## config.mk

```make
export PLATFORM = sky130hd
export DESIGN_NAME = i2c_master_txn
export DESIGN_NICKNAME = d
export VERILOG_FILES = /design/src/rtl/i2c_master_txn.sv
export SDC_FILE = /design/constraint.sdc
export NUM_CORES = 1
export LEC_CHECK = 0
export BUFFER_PORTS_ARGS = -buffer_cell sky130_fd_sc_hd__buf_2
export CORE_UTILIZATION = 55
export CTS_CLUSTER_DIAMETER = 150
export DETAILED_ROUTE_END_ITERATION = 6
export PLACE_DENSITY_LB_ADDON = 0.2
export SETUP_SLACK_MARGIN = 0.5
export SLEW_MARGIN = 20
export SYNTH_ARGS = -nofsm -noshare
export SYNTH_HDL_FRONTEND = slang
export SYNTH_SLANG_ARGS = --single-unit
```

## constraint.sdc

```tcl
create_clock -name clk -period 11.6 [get_ports clk]
set_clock_uncertainty 0.05 [all_clocks]
set_input_delay 1.16 -clock clk [delete_from_list [all_inputs] [get_ports clk]]
set_output_delay 1.16 -clock clk [all_outputs]
set_load 0.01 [all_outputs]
```

## src/rtl/i2c_master_txn.sv

```systemverilog
// Byte-level I2C master: one register write or read per request, with an
// optional repeated START for reads. SDA is open-drain via sda_oe.
module i2c_master_txn #(
    parameter int CLK_DIV = 4
) (
    input  logic        clk,
    input  logic        rst,
    input  logic        req,
    input  logic        rw,
    input  logic [6:0]  id,
    input  logic [2:0]  add_nbyte,
    input  logic [2:0]  data_nbyte,
    input  logic [31:0] addr,
    input  logic [31:0] wdata,
    input  logic        sda_i,
    output logic        scl_o,
    output logic        sda_oe,
    output logic        busy,
    output logic        done,
    output logic        ack_err,
    output logic [31:0] rdata
);
    typedef enum logic [3:0] {
        IDLE, START, DEV, DACK, REG, RACK, WDATA, WACK,
        RSTART, RDATA, MACK, STOP, DONE
    } state_t;

    state_t      state, state_nxt;
    logic [9:0]  tick_cnt;
    logic [1:0]  qtr;
    logic [2:0]  bit_cnt, byte_cnt;
    logic [2:0]  add_n, data_n;
    logic [6:0]  id_q;
    logic [31:0] addr_q, wdata_q;
    logic        rw_q, rd_phase, sda_s;
    logic        capture, tick, bit_end, sample, nack, last_add, last_data;
    logic [7:0]  tx_byte;
    logic        tx_bit;

    function automatic logic [2:0] clamp(input logic [2:0] n);
        if (n == 3'd0) return 3'd1;
        if (n > 3'd4) return 3'd4;
        return n;
    endfunction

    // Byte k of an n-byte field, counting from the most significant sent byte.
    function automatic logic [7:0] pick(input logic [31:0] w, input logic [2:0] n,
                                        input logic [2:0] k);
        logic [1:0] idx;
        idx = 2'(n - k - 3'd1);
        return w[8*idx +: 8];
    endfunction

    assign capture   = (state == IDLE) && req;
    assign tick      = (tick_cnt == 10'(CLK_DIV - 1));
    assign bit_end   = tick && (qtr == 2'd3);
    assign sample    = (qtr == 2'd3) && (tick_cnt == 10'd0);
    assign nack      = sda_s;
    assign last_add  = (byte_cnt == add_n - 3'd1);
    assign last_data = (byte_cnt == data_n - 3'd1);
    assign busy      = (state != IDLE);
    assign done      = (state == DONE);

    always_comb begin
        state_nxt = state;
        scl_o     = 1'b1;
        sda_oe    = 1'b0;
        case (state)
            DEV:     tx_byte = {id_q, rd_phase};
            REG:     tx_byte = pick(addr_q, add_n, byte_cnt);
            default: tx_byte = pick(wdata_q, data_n, byte_cnt);
        endcase
        tx_bit = tx_byte[~bit_cnt];

        case (state)
            IDLE:    if (req) state_nxt = START;
            START:   if (bit_end) state_nxt = DEV;
            RSTART:  if (bit_end) state_nxt = DEV;
            DEV:     if (bit_end && bit_cnt == 3'd7) state_nxt = DACK;
            REG:     if (bit_end && bit_cnt == 3'd7) state_nxt = RACK;
            WDATA:   if (bit_end && bit_cnt == 3'd7) state_nxt = WACK;
            RDATA:   if (bit_end && bit_cnt == 3'd7) state_nxt = MACK;
            DACK:    if (bit_end) state_nxt = nack ? STOP : (rd_phase ? RDATA : REG);
            RACK:    if (bit_end) state_nxt = nack ? STOP : (!last_add ? REG : (rw_q ? RSTART : WDATA));
            WACK:    if (bit_end) state_nxt = (nack || last_data) ? STOP : WDATA;
            MACK:    if (bit_end) state_nxt = last_data ? STOP : RDATA;
            STOP:    if (bit_end) state_nxt = DONE;
            DONE:    state_nxt = IDLE;
            default: state_nxt = IDLE;
        endcase

        case (state)
            START, RSTART: begin
                scl_o  = ~qtr[1];
                sda_oe = (qtr != 2'd0);
            end
            DEV, REG, WDATA: begin
                scl_o  = qtr[1];
                sda_oe = ~tx_bit;
            end
            DACK, RACK, WACK, RDATA: scl_o = qtr[1];
            MACK: begin
                scl_o  = qtr[1];
                sda_oe = ~last_data;
            end
            STOP: begin
                scl_o  = (qtr != 2'd0);
                sda_oe = ~qtr[1];
            end
            default: ;
        endcase
    end

    always_ff @(posedge clk or posedge rst) begin
        if (rst) begin
            state    <= IDLE;
            tick_cnt <= '0;
            qtr      <= '0;
            bit_cnt  <= '0;
            byte_cnt <= '0;
            add_n    <= 3'd1;
            data_n   <= 3'd1;
            id_q     <= '0;
            addr_q   <= '0;
            wdata_q  <= '0;
            rw_q     <= 1'b0;
            rd_phase <= 1'b0;
            sda_s    <= 1'b1;
            ack_err  <= 1'b0;
            rdata    <= '0;
        end else begin
            state <= state_nxt;
            if (capture) begin
                add_n    <= clamp(add_nbyte);
                data_n   <= clamp(data_nbyte);
                id_q     <= id;
                addr_q   <= addr;
                wdata_q  <= wdata;
                rw_q     <= rw;
                rd_phase <= 1'b0;
                tick_cnt <= '0;
                qtr      <= '0;
                bit_cnt  <= '0;
                byte_cnt <= '0;
                ack_err  <= 1'b0;
                rdata    <= '0;
            end else if (busy) begin
                tick_cnt <= tick ? 10'd0 : tick_cnt + 10'd1;
                if (tick) qtr <= qtr + 2'd1;
                if (sample) begin
                    sda_s <= sda_i;
                    if (state == RDATA) rdata <= {rdata[30:0], sda_i};
                end
                if (bit_end) begin
                    // bit_cnt only advances inside a byte, so it wraps 7->0 exactly at the boundary
                    case (state)
                        DEV, REG, WDATA, RDATA: bit_cnt <= bit_cnt + 3'd1;
                        DACK:                   byte_cnt <= 3'd0;
                        RACK:                   byte_cnt <= last_add ? 3'd0 : byte_cnt + 3'd1;
                        WACK, MACK:             byte_cnt <= byte_cnt + 3'd1;
                        RSTART:                 rd_phase <= 1'b1;
                        default: ;
                    endcase
                    if ((state == DACK || state == RACK || state == WACK) && sda_s)
                        ack_err <= 1'b1;
                end
            end
        end
    end
endmodule

```

==> metrics.md, run 1 <==
| Metric | Value |
|---|---|
| Outcome | complete, but fails checks |
| Failing checks | DRC |
| Max frequency | 226.4 MHz |
| Startpoint class of the critical path | flip-flop |
| Post-CTS setup buffer count | 0 |
| Post-route fraction of the period consumed by the critical path | 0.3808 |
| Vias in the first global route | 5408 |
| Classification of the worst setup path | reg -> out |
| Data required time at the worst endpoint | 10.39 ns |
| Average cell area after synthesis | 8.846 µm² |
| Die Y-Extent | 112.1 µm |
| Slowest stage cell, crit path | ha_1 |
| Vias per Instance | 5.560 |
| Normalized max-slew margin | 0.3779 |
| Std cell rows | 39 |
| Max FO, Critical Path | 13 |
| Data arrival time of the critical path | 3.21 ns |
| Relative area change from synthesis to final layout | 18.29% |
| Total core area | 11610 µm² |
| Aggregate global-route resource usage | 0.2744 |
| Count of yosys warnings during synthesis | 0 |
| Worst Hold Depth | 2 |
| Dominant delay contributor by cell family on the critical path | multiplexers |
| Num ports | 119 |
| Cell type contributing the most total cell area after synthesis | dfrtp_1 |
| Total count of max-transition violations in the final report | 0 |
| Count of final setup violators | 0 |
| Synth Area in Adders | 0.02063 |
| Number of violations reported at the end of detailed-routing iteration 0 | 343 |
| Met3 WL post-DR | 819 µm |
| Clk sink count | 135 |
| DRT antenna net count | 0 |
| Number of buffers created by CTS | 17 |
| Reg2Reg Capture Point | state[2] |
| Aggregate routed wire length | 15.98 mm |
| Pre-antenna DRT Iters | 7 |
| Seq/Total Area, Yosys | 0.5070 |
| Lkg Pwr | 4.000 nW |
| Maximum buffer depth of the clock tree | 2 |
| Hold-critical path endpoint | wdata_q[16] |
| Slew @ Worst Pin | 0.9331 ns |
| Detailed-route DRC error count | 4 |
| Share of synthesized registers carrying an async set or reset | 1.000 |
| Area share of the leading cell type in the synthesized netlist | 0.4952 |
| H-tree lvl count | 4 |
| Overall die width | 112.1 µm |
| Total via count in the routed design | 5604 |
| HPWL after detailed placement | 10.70 mm |
| Startpoint of the most critical hold path | wdata_q[16] |
| Cell area after synthesis | 6670 µm² |
| Number of different library cells in the post-synthesis netlist | 55 |
| Top_reg_cell synth | dfrtp_1 |
| Initial Utilization | 0.5743 |
| Combinational family with the most area after synthesis | simple AND/OR/NAND/NOR gates |
| Total power divided by cell area | 285.6 nW/µm² |
| Simple-gate portion of the synthesized area | 0.2407 |
| Top cells by area in the synthesized netlist | dfrtp_1 50%, nand2_1 17%, a21oi_1 3.8%, mux4_1 3.2%, o21ai_1 2.2% |
| # hold bufs at CTS | 0 |
| Worst-skew pair later-pin latency | 0.42 ns |
| Input/output buffers | 118 |
| Worst Hold Class | reg -> reg |
| Post-synthesis sequential element count | 135 |
| Final antenna diode count | 0 |
| GRT overflow | 0 |
| Highest ir drop seen on vdd | 0.1323 mV |
| Max layer used | met4 |
| Final min period | 4.418 ns |
| Crit-path max cell delay | 0.62 ns |
| Clock tree from TritonCTS | built |
| Clk pin slew, worst setup/hold paths | 0.06 ns |
| XOR/XNOR share of the synthesized area | 0.01838 |
| Hold slack final | 0.4238 ns |
| Synthesized instance count | 754 |
| R2R setup slack | 8.76 ns |
| Number of resized instances in the post-cts repair step | 0 |
| Detailed-route wire length per cell | 15.85 µm |
| Element type at the critical path end | output port |
| Clock root buffer | clkbuf_16 |
| Global-route wire length before repair | 26.87 mm |
| Final hold viol count | 0 |
| Fraction of the mapped netlist area in compound gates | 0.1050 |
| Routed wl met2 | 7.605 mm |
| Maximum number of pins on one net before global-route repair | 119 |
| Cells along the critical path | inv_1 -> ha_1 -> mux4_2 -> mux2_1 -> a221oi_1 -> o21ai_1 -> o311ai_2 -> a32o_1 -> buf_2 |
| Logic depth of the worst register-to-register path | 6 |
| Setup repair after global routing missed its margin | false |
| Multiplexer fraction of the synthesized cell area | 0.06734 |
| Initial antenna violation count | 0 |
| Max-capacitance violation count | 0 |
| Proportion of layout cells with a drive suffix above 1 | 0.1965 |
| Final net count | 946 |
| Sum of negative setup slack | 0 ns |
| Synthesized netlist net count | 847 |
| Number of buffers and inverters on the critical path | 2 |
| Floorplan die area | 12570 µm² |
| Routed metal-1 wirelength | 7.339 mm |
| Startpoint of the lowest-slack register-to-register path | state[3] |
| Post-synth EDFFs | 0 |
| Global placer's final weighted congestion | 0.8968 |
==> synthesized netlist by cell type (4+ instances only) <==
| library cell | n |
|---|---|
| a21oi_1 | 50 |
| a221oi_1 | 5 |
| and2_1 | 4 |
| and3_1 | 5 |
| buf_2 | 11 |
| clkbuf_1 | 26 |
| dfrtp_1 | 132 |
| ha_1 | 11 |
| inv_1 | 20 |
| mux2_1 | 4 |
| mux2i_1 | 7 |
| mux4_1 | 8 |
| mux4_2 | 5 |
| nand2_1 | 309 |
| nand3_1 | 14 |
| nor2_1 | 27 |
| nor2b_1 | 4 |
| nor3_1 | 6 |
| nor4_1 | 6 |
| o21ai_0 | 9 |
| o21ai_1 | 29 |
| o22ai_1 | 4 |
| xnor2_1 | 5 |
==> flip-flops by register name (all words and copies together), names as in the netlist <==
| name | flops |
|---|---|
| nack | 1 |
| addr_q | 32 |
| wdata_q | 32 |
| tick_cnt | 10 |
| qtr | 2 |
| id_q | 7 |
| rw_q | 1 |
| rdata | 32 |
| state | 4 |
| add_n | 3 |
| byte_cnt | 3 |
| ack_err | 1 |
| bit_cnt | 3 |
| data_n | 3 |
| rd_phase | 1 |
==> final cells by class <==
| type | count | area (µm²) |
|---|---|---|
| Timing Repair Buffer | 123 | 651.9 |
| Multi-Input combinational cell | 554 | 3027 |
| Sequential cell | 135 | 3382 |
| Fill cell | 929 | 3724 |
| Tap cell | 143 | 178.9 |
| Inverter | 22 | 85.08 |
| Clock buffer | 21 | 440.4 |
| Clock inverter | 10 | 125.1 |
==> metal layers <==
layer / vias up / global-route usage
met4: 0 / 0.08444
li1: 2711 / -
met1: 2723 / 0.3853
met3: 22 / 0.06803
met2: 148 / 0.4253
met5: - / 0
==> how the worst max path moves through the flow <==
stage	start	end	slack [ns]	depth (start not counted)
2_1_floorplan	rst	ack_err	6.78	1
3_3_place_gp	byte_cnt[0]	sda_oe	7.70	9
3_5_place_dp	byte_cnt[0]	sda_oe	7.62	9
4_1_cts	byte_cnt[0]	sda_oe	7.13	9
5_1_grt	byte_cnt[0]	sda_oe	7.05	9
6_report	byte_cnt[0]	sda_oe	7.18	9
==> through the flow <==
step	util	power, W	cell area, µm²	setup WS (ns)	cells
floorplan	-	0.001475	6670	6.784	754
global placement	0.6273	0.001678	7286	7.700	975
detailed placement	0.6273	0.001718	7286	7.619	975
CTS	0.6760	0.002254	7851	7.128	1006
global route	0.6794	0.002406	7890	7.051	1008
finish	0.6794	0.002253	7890	7.182	1008
==> logic make-up (layout without fill, tap and decap cells) <==
group / after synthesis / after routing
adder cells (fa/ha/maj): 11 / 11
XOR/XNOR: 9 / 9
AND/OR/NAND/NOR: 390 / 390
flip-flops: 135 / 135
buffers and inverters: 65 / 176
multiplexers: 25 / 25
AO/OA/AOI/OAI: 119 / 119
==> placed cells by master, fill, tap and decap left out, types with 4 or more instances in the layout <==
cell type	n
nand2_1	308
dfrtp_1	132
buf_2	118
a21oi_1	50
o21ai_1	29
nor2_1	27
inv_1	19
clkbuf_16	17
nand3_1	14
ha_1	11
o21ai_0	9
mux4_1	8
mux2i_1	7
nor3_1	6
nor4_1	6
xnor2_1	5
and3_1	5
mux4_2	5
a221oi_1	5
clkinv_4	5
nor2b_1	4
mux2_1	4
o22ai_1	4
clkbuf_1	4
==> tightest hold or removal path: stages (launching register included) <==
cell,delay (ns)
dfrtp_1,0.34
nand2_1,0.05
nand2_1,0.05
==> where the power goes <==
part	switching, W	total (W)	internal, W	leakage (nW)
clock network	0.000207	0.000524	0.000317	0.272
logic	0.000475	0.000874	0.000399	2.00
registers	0.000189	0.000855	0.000666	1.73
total	0.000872	0.00225	0.00138	4.00
Note: power is estimated with default switching activity, not from simulation.
==> run 2: changes to the inputs <==
- ABC_AREA: unset -> 1
- CORE_UTILIZATION: 55 -> 51
- clock period: 11.6 -> 3.8 ns (I/O delays scaled with it)
==> run 2 against run 1 <==
The flow now finishes without violations. Synthesized cell count grew 19%. Register-to-register slack worse by 7.6 ns. Sequential share of layout area shrank 1.9 points. Final cell count grew 19%. Setup slack worse by 6.3 ns. Critical endpoint unchanged.
==> metrics.md, run 2 <==
| Metric | Value |
|---|---|
| Number of different library cells in the post-synthesis netlist | 36 (was 55) |
| Final min period | 2.963 ns |
| Post-synth EDFFs | 0 (unchanged) |
| H-tree lvl count | 4 (unchanged) |
| Initial Utilization | 0.5217 (was 0.5743) |
| Sum of negative setup slack | 0 ns (unchanged) |
| Clk pin slew, worst setup/hold paths | 0.06 ns (about the same) |
| Synthesized instance count | 895 (was 754) |
| Worst-skew pair later-pin latency | 0.43 ns (was 0.42 ns) |
| Data required time at the worst endpoint | 3.37 ns (was 10.39 ns) |
| Top cells by area in the synthesized netlist | dfrtp_1 48%, nand2_1 20%, nand3_1 6.3%, o21ai_0 4.9%, inv_1 4.4% (was dfrtp_1 50%, nand2_1 17%, a21oi_1 3.8%, mux4_1 3.2%, o21ai_1 2.2%) |
| Share of synthesized registers carrying an async set or reset | 1.000 (unchanged) |
| Pre-antenna DRT Iters | 5 (was 7) |
| Max FO, Critical Path | 13 (unchanged) |
| Vias in the first global route | 5797 (was 5408) |
| Most common library cells after synthesis | 364 x nand2_1, 132 x dfrtp_1, 86 x nand3_1, 80 x inv_1, 68 x o21ai_0 (was 309 x nand2_1, 132 x dfrtp_1, 50 x a21oi_1, 29 x o21ai_1, 27 x nor2_1) |
| Global placer's final weighted congestion | 0.8713 (was 0.8968) |
| Clk sink count | 135 (unchanged) |
| Top-count cell post-synth | nand2_1 (unchanged) |
| Seq/Total Area, Yosys | 0.4915 (was 0.5070) |
| Worst setup path end | sda_oe (unchanged) |
| Proportion of layout cells with a drive suffix above 1 | 0.1802 (was 0.1965) |
| HPWL after detailed placement | 10.97 mm (was 10.70 mm) |
| Top_reg_cell synth | dfrtp_1 (unchanged) |
| Setup repair after global routing missed its margin | false (unchanged) |
| Detailed-route DRC error count | 0 (was 4) |
| Largest registers | addr_q: 32 flops, rdata: 32 flops, wdata_q: 32 flops (unchanged) |
| Number of buffers created by CTS | 17 (unchanged) |
| Final antenna diode count | 0 (unchanged) |
| Cell internal power dissipation | 0.002724 W (was 0.001381 W) |
| Synthesized netlist net count | 988 (was 847) |
| Switching component of the power | 0.0008004 W (was 0.0008721 W) |
| Highest ir drop seen on vdd | 0.3252 mV (was 0.1323 mV) |
| Data arrival time of the critical path | 2.53 ns (was 3.21 ns) |
| Max-capacitance violation count | 0 (unchanged) |
| Cell area after synthesis | 6882 µm² (was 6670 µm²) |
| Logic depth of the worst register-to-register path | 10 (was 6) |
| Average cell area after synthesis | 7.689 µm² (was 8.846 µm²) |
| Total core area | 13190 µm² (was 11610 µm²) |
| Aggregate routed wire length | 15.73 mm (was 15.98 mm) |
| Max frequency | 337.5 MHz |
| Lkg Pwr | 4.513 nW (was 4.000 nW) |
| R2R setup slack | 1.11 ns (was 8.76 ns) |
| Reg2Reg Capture Point | add_n[0] (was state[2]) |
| Startpoint of the lowest-slack register-to-register path | state[2] (was state[3]) |
| Initial antenna violation count | 0 (unchanged) |
| Input/output buffers | 118 (unchanged) |
| Combinational Power Share | 0.071 (was 0.388) |
| Worst Hold Class | in -> reg (was reg -> reg) |
| Proportion of power drawn by flip-flops and latches | 0.430 (was 0.380) |
| Element type at the critical path end | output port (unchanged) |
| Final hold viol count | 0 (unchanged) |
| Post-route fraction of the period consumed by the critical path | 0.7796 |
| Total count of max-transition violations in the final report | 0 (unchanged) |
| Global-route wire length before repair | 27.31 mm (was 26.87 mm) |
| Num ports | 119 (unchanged) |
| GRT overflow | 0 (unchanged) |
| Cell type contributing the most total cell area after synthesis | dfrtp_1 (unchanged) |
| Clk pwr share | 0.499 (was 0.233) |
| Number of violations reported at the end of detailed-routing iteration 0 | 409 (was 343) |
| DRT antenna net count | 0 (unchanged) |
| Most common cell after layout, fill and taps aside | nand2_1 (unchanged) |
| Outcome | complete, no violations (was complete, but fails checks) |
| Classification of the worst setup path | reg -> out (unchanged) |
| Die Y-Extent | 118.2 µm (was 112.1 µm) |
| Area share of the leading cell type in the synthesized netlist | 0.4800 (was 0.4952) |
| Floorplan die area | 13960 µm² (was 12570 µm²) |
| Std cell rows | 42 (was 39) |
| Maximum number of pins on one net before global-route repair | 74 (was 119) |
| Highest-count cells in the layout ignoring fill and taps | 364 x nand2_1, 132 x dfrtp_1, 118 x buf_2, 86 x nand3_1, 79 x inv_1 (was 308 x nand2_1, 132 x dfrtp_1, 118 x buf_2, 50 x a21oi_1, 29 x o21ai_1) |
| Slew @ Worst Pin | 0.8150 ns (was 0.9331 ns) |
| Vias per Instance | 5.043 (was 5.560) |
| Clock root buffer | clkbuf_16 (unchanged) |
| Normalized max-slew margin | 0.4559 (was 0.3779) |
| Final net count | 1101 (was 946) |
| Detailed-route wire length per cell | 13.14 µm (was 15.85 µm) |
| Worst setup path startpoint | byte_cnt[0] (unchanged) |
| Overall die width | 118.2 µm (was 112.1 µm) |
| Aggregate global-route resource usage | 0.2473 (was 0.2744) |
| Clock tree from TritonCTS | built (unchanged) |
| Count of yosys warnings during synthesis | 0 (unchanged) |
| Total power divided by cell area | 426.4 nW/µm² (was 285.6 nW/µm²) |
| Maximum buffer depth of the clock tree | 2 (unchanged) |
| Relative area change from synthesis to final layout | 20.11% (was 18.29%) |
| Post-synthesis sequential element count | 135 (unchanged) |
| Total via count in the routed design | 6037 (was 5604) |
| Total power after layout | 0.003524 W (was 0.002253 W) |
| Count of final setup violators | 0 (unchanged) |
| Startpoint class of the critical path | flip-flop (unchanged) |
| Fraction of power spent switching nets | 0.2271 (was 0.3871) |
[run 2: how the worst min path moves through the flow]
stage                          start         end  slack, ns  depth (start not counted)
after floorplan           wdata_q[0]  wdata_q[0]       0.39                          2
after global placement    addr_q[21]  addr_q[21]       0.40                          2
after detailed placement  addr_q[21]  addr_q[21]       0.40                          2
after CTS                   addr[28]  addr_q[28]       0.09                          3
after global routing           id[4]     id_q[4]       0.10                          3
final                       addr[20]  addr_q[20]       0.10                          3
[run 2: cell type report]
type,instances,area [µm²]
sequential,135,3382
clock inverter,12,172.7
inverter,88,334.1
tap,176,220.2
timing repair buffer,126,690.7
fill,1239,4925
clock buffer,20,456.7
multi-input combinational,640,3009
[run 2: logic make-up after synthesis]
family                   Yosys count  synth area share
AO/OA/AOI/OAI                    106           0.08327
flip-flops                       135            0.4915
buffers and inverters            120           0.07491
multiplexers                       6          0.008728
adder cells (fa/ha/maj)           11           0.02000
AND/OR/NAND/NOR                  508            0.3102
XOR/XNOR                           9           0.01145
[run 2: worst max-delay path: stages (launching register included)]
cell and delay, ns:
dfrtp_1 0.40, inv_1 0.17, ha_4 0.28, buf_4 0.20
nand2_1 0.07, a21boi_0 0.18, nand2_1 0.07, nand3_1 0.08
nand2_1 0.06, a21oi_1 0.11, nand2_1 0.07, nand3_1 0.07
nand3_1 0.09, nand2_1 0.10, buf_2 0.14
[run 2: power groups by stage]
stage	clock network [W]	logic, W	registers [W]
5_1_grt	0.00184	0.000293	0.00152
6_report	0.00176	0.000251	0.00152
4_1_cts	0.00178	0.000247	0.00151
2_1_floorplan	0	0.000157	0.00153
3_5_place_dp	0	0.000245	0.00154
3_3_place_gp	0	0.000238	0.00154
[run 2: layer usage]
layer	share of wire	global-route usage
met1	0.48	0.3394
met2	0.46	0.3857
met3	0.045	0.05261
met4	0.017	0.09295
met5	0	0
[run 2: stage by stage]
| step | cell area (µm²) | worst slack, ns | utilization | instances | hold WS (ns) |
|---|---|---|---|---|---|
| 6_report | 8265 | 0.8373 | 0.6266 | 1197 | 0.1004 |
| 4_1_cts | 8205 | 0.5038 | 0.6221 | 1194 | 0.08797 |
| 3_5_place_dp | 7574 | 0.8910 | 0.5742 | 1162 | 0.4045 |
| 3_3_place_gp | 7574 | 0.9889 | 0.5742 | 1162 | 0.4015 |
| 2_1_floorplan | 6885 | 1.646 | - | 895 | 0.3866 |
| 5_1_grt | 8265 | 0.5701 | 0.6266 | 1197 | 0.1049 |
[run 2: repair_timing]
| action | 4_1_cts | 5_1_grt |
|---|---|---|
| setup endpoints to repair | 1 | 1 |
| hold buffers | 0 | 1 |
| buffers inserted | 0 | 1 |
| gates resized for setup | 1 | 3 |
| endpoints found under the hold margin | 0 | 10 |
| pin swaps | 0 | 1 |
==> run 3: changes to the inputs <==
- clock period: 3.8 -> 2.69 ns (I/O delays scaled with it)
==> run 3 against run 2 <==
The run now ends with hold timing left. Sequential cell count unchanged. Highest routed layer unchanged. Via count up 3.2%. Hold slack worse by 0.12 ns. Critical endpoint unchanged. Power up 38%. Final cell count up 2.7%. Routed wire length up 9.3%. Clock-buffer cell count up 1. Global-route usage up 0.52 points. Critical path depth down 1. Setup slack worse by 0.83 ns.
==> metrics.md, run 3 (synthesis gave the netlist of run 2 again) <==
| Metric | Value |
|---|---|
| Detailed-route wire length per cell | 13.99 µm (was 13.14 µm) |
| Number of buffers and inverters on the critical path | 3 (unchanged) |
| Element type at the critical path end | output port (unchanged) |
| Met2 GRT Util | 0.4246 (was 0.3857) |
| Final min period | 2.682 ns |
| Num ports | 119 (unchanged) |
| Clock tree from TritonCTS | built (unchanged) |
| Clk sink count | 135 (unchanged) |
| Startpoint class of the critical path | flip-flop (unchanged) |
| Most congested layer reported by global routing | met2 (unchanged) |
| Number of buffers created by CTS | 17 (unchanged) |
| Slew @ Worst Pin | 0.8947 ns (was 0.8150 ns) |
| Initial Utilization | 0.5217 (unchanged) |
| Std cell rows | 42 (unchanged) |
| Total power divided by cell area | 558.2 nW/µm² (was 426.4 nW/µm²) |
| Proportion of layout cells with a drive suffix above 1 | 0.2108 (was 0.1802) |
| Sum of negative setup slack | 0 ns (unchanged) |
| Relative area change from synthesis to final layout | 26.96% (was 20.11%) |
| Clock root buffer | clkbuf_16 (unchanged) |
| Count of final setup violators | 0 (unchanged) |
| Max-capacitance violation count | 0 (unchanged) |
| Clk pin slew, worst setup/hold paths | 0.06 ns (about the same) |
| Max FO, Critical Path | 7 (was 13) |
| Data required time at the worst endpoint | 2.37 ns (was 3.37 ns) |
| Input/output buffers | 118 (unchanged) |
| Hold slack final | -0.01745 ns (was 0.1004 ns) |
| Failing checks | hold timing |
| Initial antenna violation count | 0 (unchanged) |
| Total power after layout | 0.004877 W (was 0.003524 W) |
| Aggregate global-route resource usage | 0.2525 (was 0.2473) |
| Slowest stage cell, crit path | dfrtp_1 (unchanged) |
| Post-route fraction of the period consumed by the critical path | 0.9969 |
| Data arrival time of the critical path | 2.36 ns (was 2.53 ns) |
| Worst-skew pair later-pin latency | 0.43 ns (about the same) |
| Classification of the worst setup path | reg -> out (unchanged) |
| Final antenna diode count | 0 (unchanged) |
| Floorplan die area | 13960 µm² (unchanged) |
| Total count of max-transition violations in the final report | 0 (unchanged) |
| Highest-count cells in the layout ignoring fill and taps | 357 x nand2_1, 127 x dfrtp_1, 117 x buf_2, 83 x nand3_1, 76 x inv_1 (was 364 x nand2_1, 132 x dfrtp_1, 118 x buf_2, 86 x nand3_1, 79 x inv_1) |
| Pre-antenna DRT Iters | 5 (unchanged) |
| Met3 Use GR | 0.05454 (was 0.05261) |
| Setup repair after global routing missed its margin | true (was false) |
| Total core area | 13190 µm² (unchanged) |
| Vias in the first global route | 6029 (was 5797) |
| Outcome | complete, but fails checks (was complete, no violations) |
| Aggregate routed wire length | 17.19 mm (was 15.73 mm) |
| Total via count in the routed design | 6232 (was 6037) |
| Max frequency | 372.9 MHz |
| Vias per Instance | 5.071 (was 5.043) |
| Global placer's final weighted congestion | 0.8964 (was 0.8713) |
| H-tree lvl count | 4 (unchanged) |
| Lkg Pwr | 4.677 nW (was 4.513 nW) |
| Number of violations reported at the end of detailed-routing iteration 0 | 434 (was 409) |
| Maximum buffer depth of the clock tree | 2 (unchanged) |
| Die Y-Extent | 118.2 µm (unchanged) |
| Final hold viol count | 27 (was 0) |
| Normalized max-slew margin | 0.4023 (was 0.4559) |
| Worst Hold Class | in -> async (was in -> reg) |
| DRT antenna net count | 0 (unchanged) |
| CP most frequent cell | nand2_1 (unchanged) |
| Cells along the critical path | inv_2 -> ha_4 -> clkinvlp_4 -> a21boi_1 -> nand2_1 -> nand3_1 -> nand2_1 -> a21oi_2 -> nand2_1 -> nand3_1 -> nand3_2 -> nand2_2 -> buf_6 (was inv_1 -> ha_4 -> buf_4 -> nand2_1 -> a21boi_0 -> nand2_1 -> nand3_1 -> nand2_1 -> a21oi_1 -> nand2_1 -> nand3_1 -> nand3_1 -> nand2_1 -> buf_2) |
| Highest ir drop seen on vdd | 0.5580 mV (was 0.3252 mV) |
| Global-route wire length before repair | 28.09 mm (was 27.31 mm) |
| Largest registers | addr_q: 32 flops, rdata: 32 flops, wdata_q: 32 flops (unchanged) |
| HPWL after detailed placement | 11.07 mm (was 10.97 mm) |
| Final net count | 1134 (was 1101) |
| Overall die width | 118.2 µm (unchanged) |
| Maximum number of pins on one net before global-route repair | 107 (was 74) |
| Crit-path max cell delay | 0.37 ns (was 0.40 ns) |
| Detailed-route DRC error count | 0 (unchanged) |
| Met1 track demand over resource in global routing | 0.3228 (was 0.3394) |
| Dominant delay contributor by cell family on the critical path | simple AND/OR/NAND/NOR gates (unchanged) |
| Most common cell after layout, fill and taps aside | nand2_1 (unchanged) |
| GRT overflow | 0 (unchanged) |
## run 3: cell types whose count changed in the layout (fill, tap and decap cells not counted), sizes merged, moves of 2 or more
cell	before	now
inv	88	86
dlygate4sd3	1	22
bufinv	4	2
clkbuf	20	23
buf	125	135
## run 3: through the flow
step / setup WS (ns) / cell area [µm²] / util / hold slack [ns] / instances
floorplan: 0.6466 / 6885 / - / 0.3356 / 895
global placement: 0.3268 / 7651 / 0.5801 / 0.3980 / 1169
detailed placement: 0.2840 / 7651 / 0.5801 / 0.4074 / 1169
CTS: 0.05020 / 8576 / 0.6502 / 0.0003774 / 1224
global route: -0.1066 / 8737 / 0.6624 / 0.01118 / 1229
finish: 0.008449 / 8737 / 0.6624 / -0.01745 / 1229
## run 3: path summary, 6_finish.rpt
kind	cells after the start	start	to	slack (ns)
max	13	byte_cnt[0]	sda_oe	0.008
min	2	rst	rdata[5]	-0.02
max reg2reg	10	state[2]	data_n[0]	0.57
min reg2reg	2	wdata_q[4]	wdata_q[4]	0.43
max in group asynchronous	3	rst	wdata_q[21]	1.76
min in group clk	3	addr[2]	addr_q[2]	0
## run 3: layer usage
metal  routed length [µm]  share of wire  up-vias
met5                    0              0        -
met4                  284          0.017        0
met3                  862          0.050       26
met2                 8358           0.49      173
met1                 7687           0.45     2892
li1                     -              -     3141
## run 3: timing repair
item                                    CTS  global route
setup buffers                             1             3
resized for setup                        35            29
pin swaps                                 7             3
hold endpoints to repair                 22             0
endpoints found under the setup margin    3            18
gates cloned                              1             2
hold buffers                             22             0
## run 3: layout make-up
class,instances,area (µm²)
Fill cell,1154,4453
Sequential cell,135,3388
Multi-Input combinational cell,640,3098
Timing Repair Buffer,159,1087
Clock buffer,21,470.5
Inverter,88,352.8
Tap cell,176,220.2
Clock inverter,10,120.1
## run 3: power breakdown
group          switching, W  internal [W]
Clock              0.000888       0.00144
Combinational      0.000224      0.000185
Sequential        0.0000401       0.00210
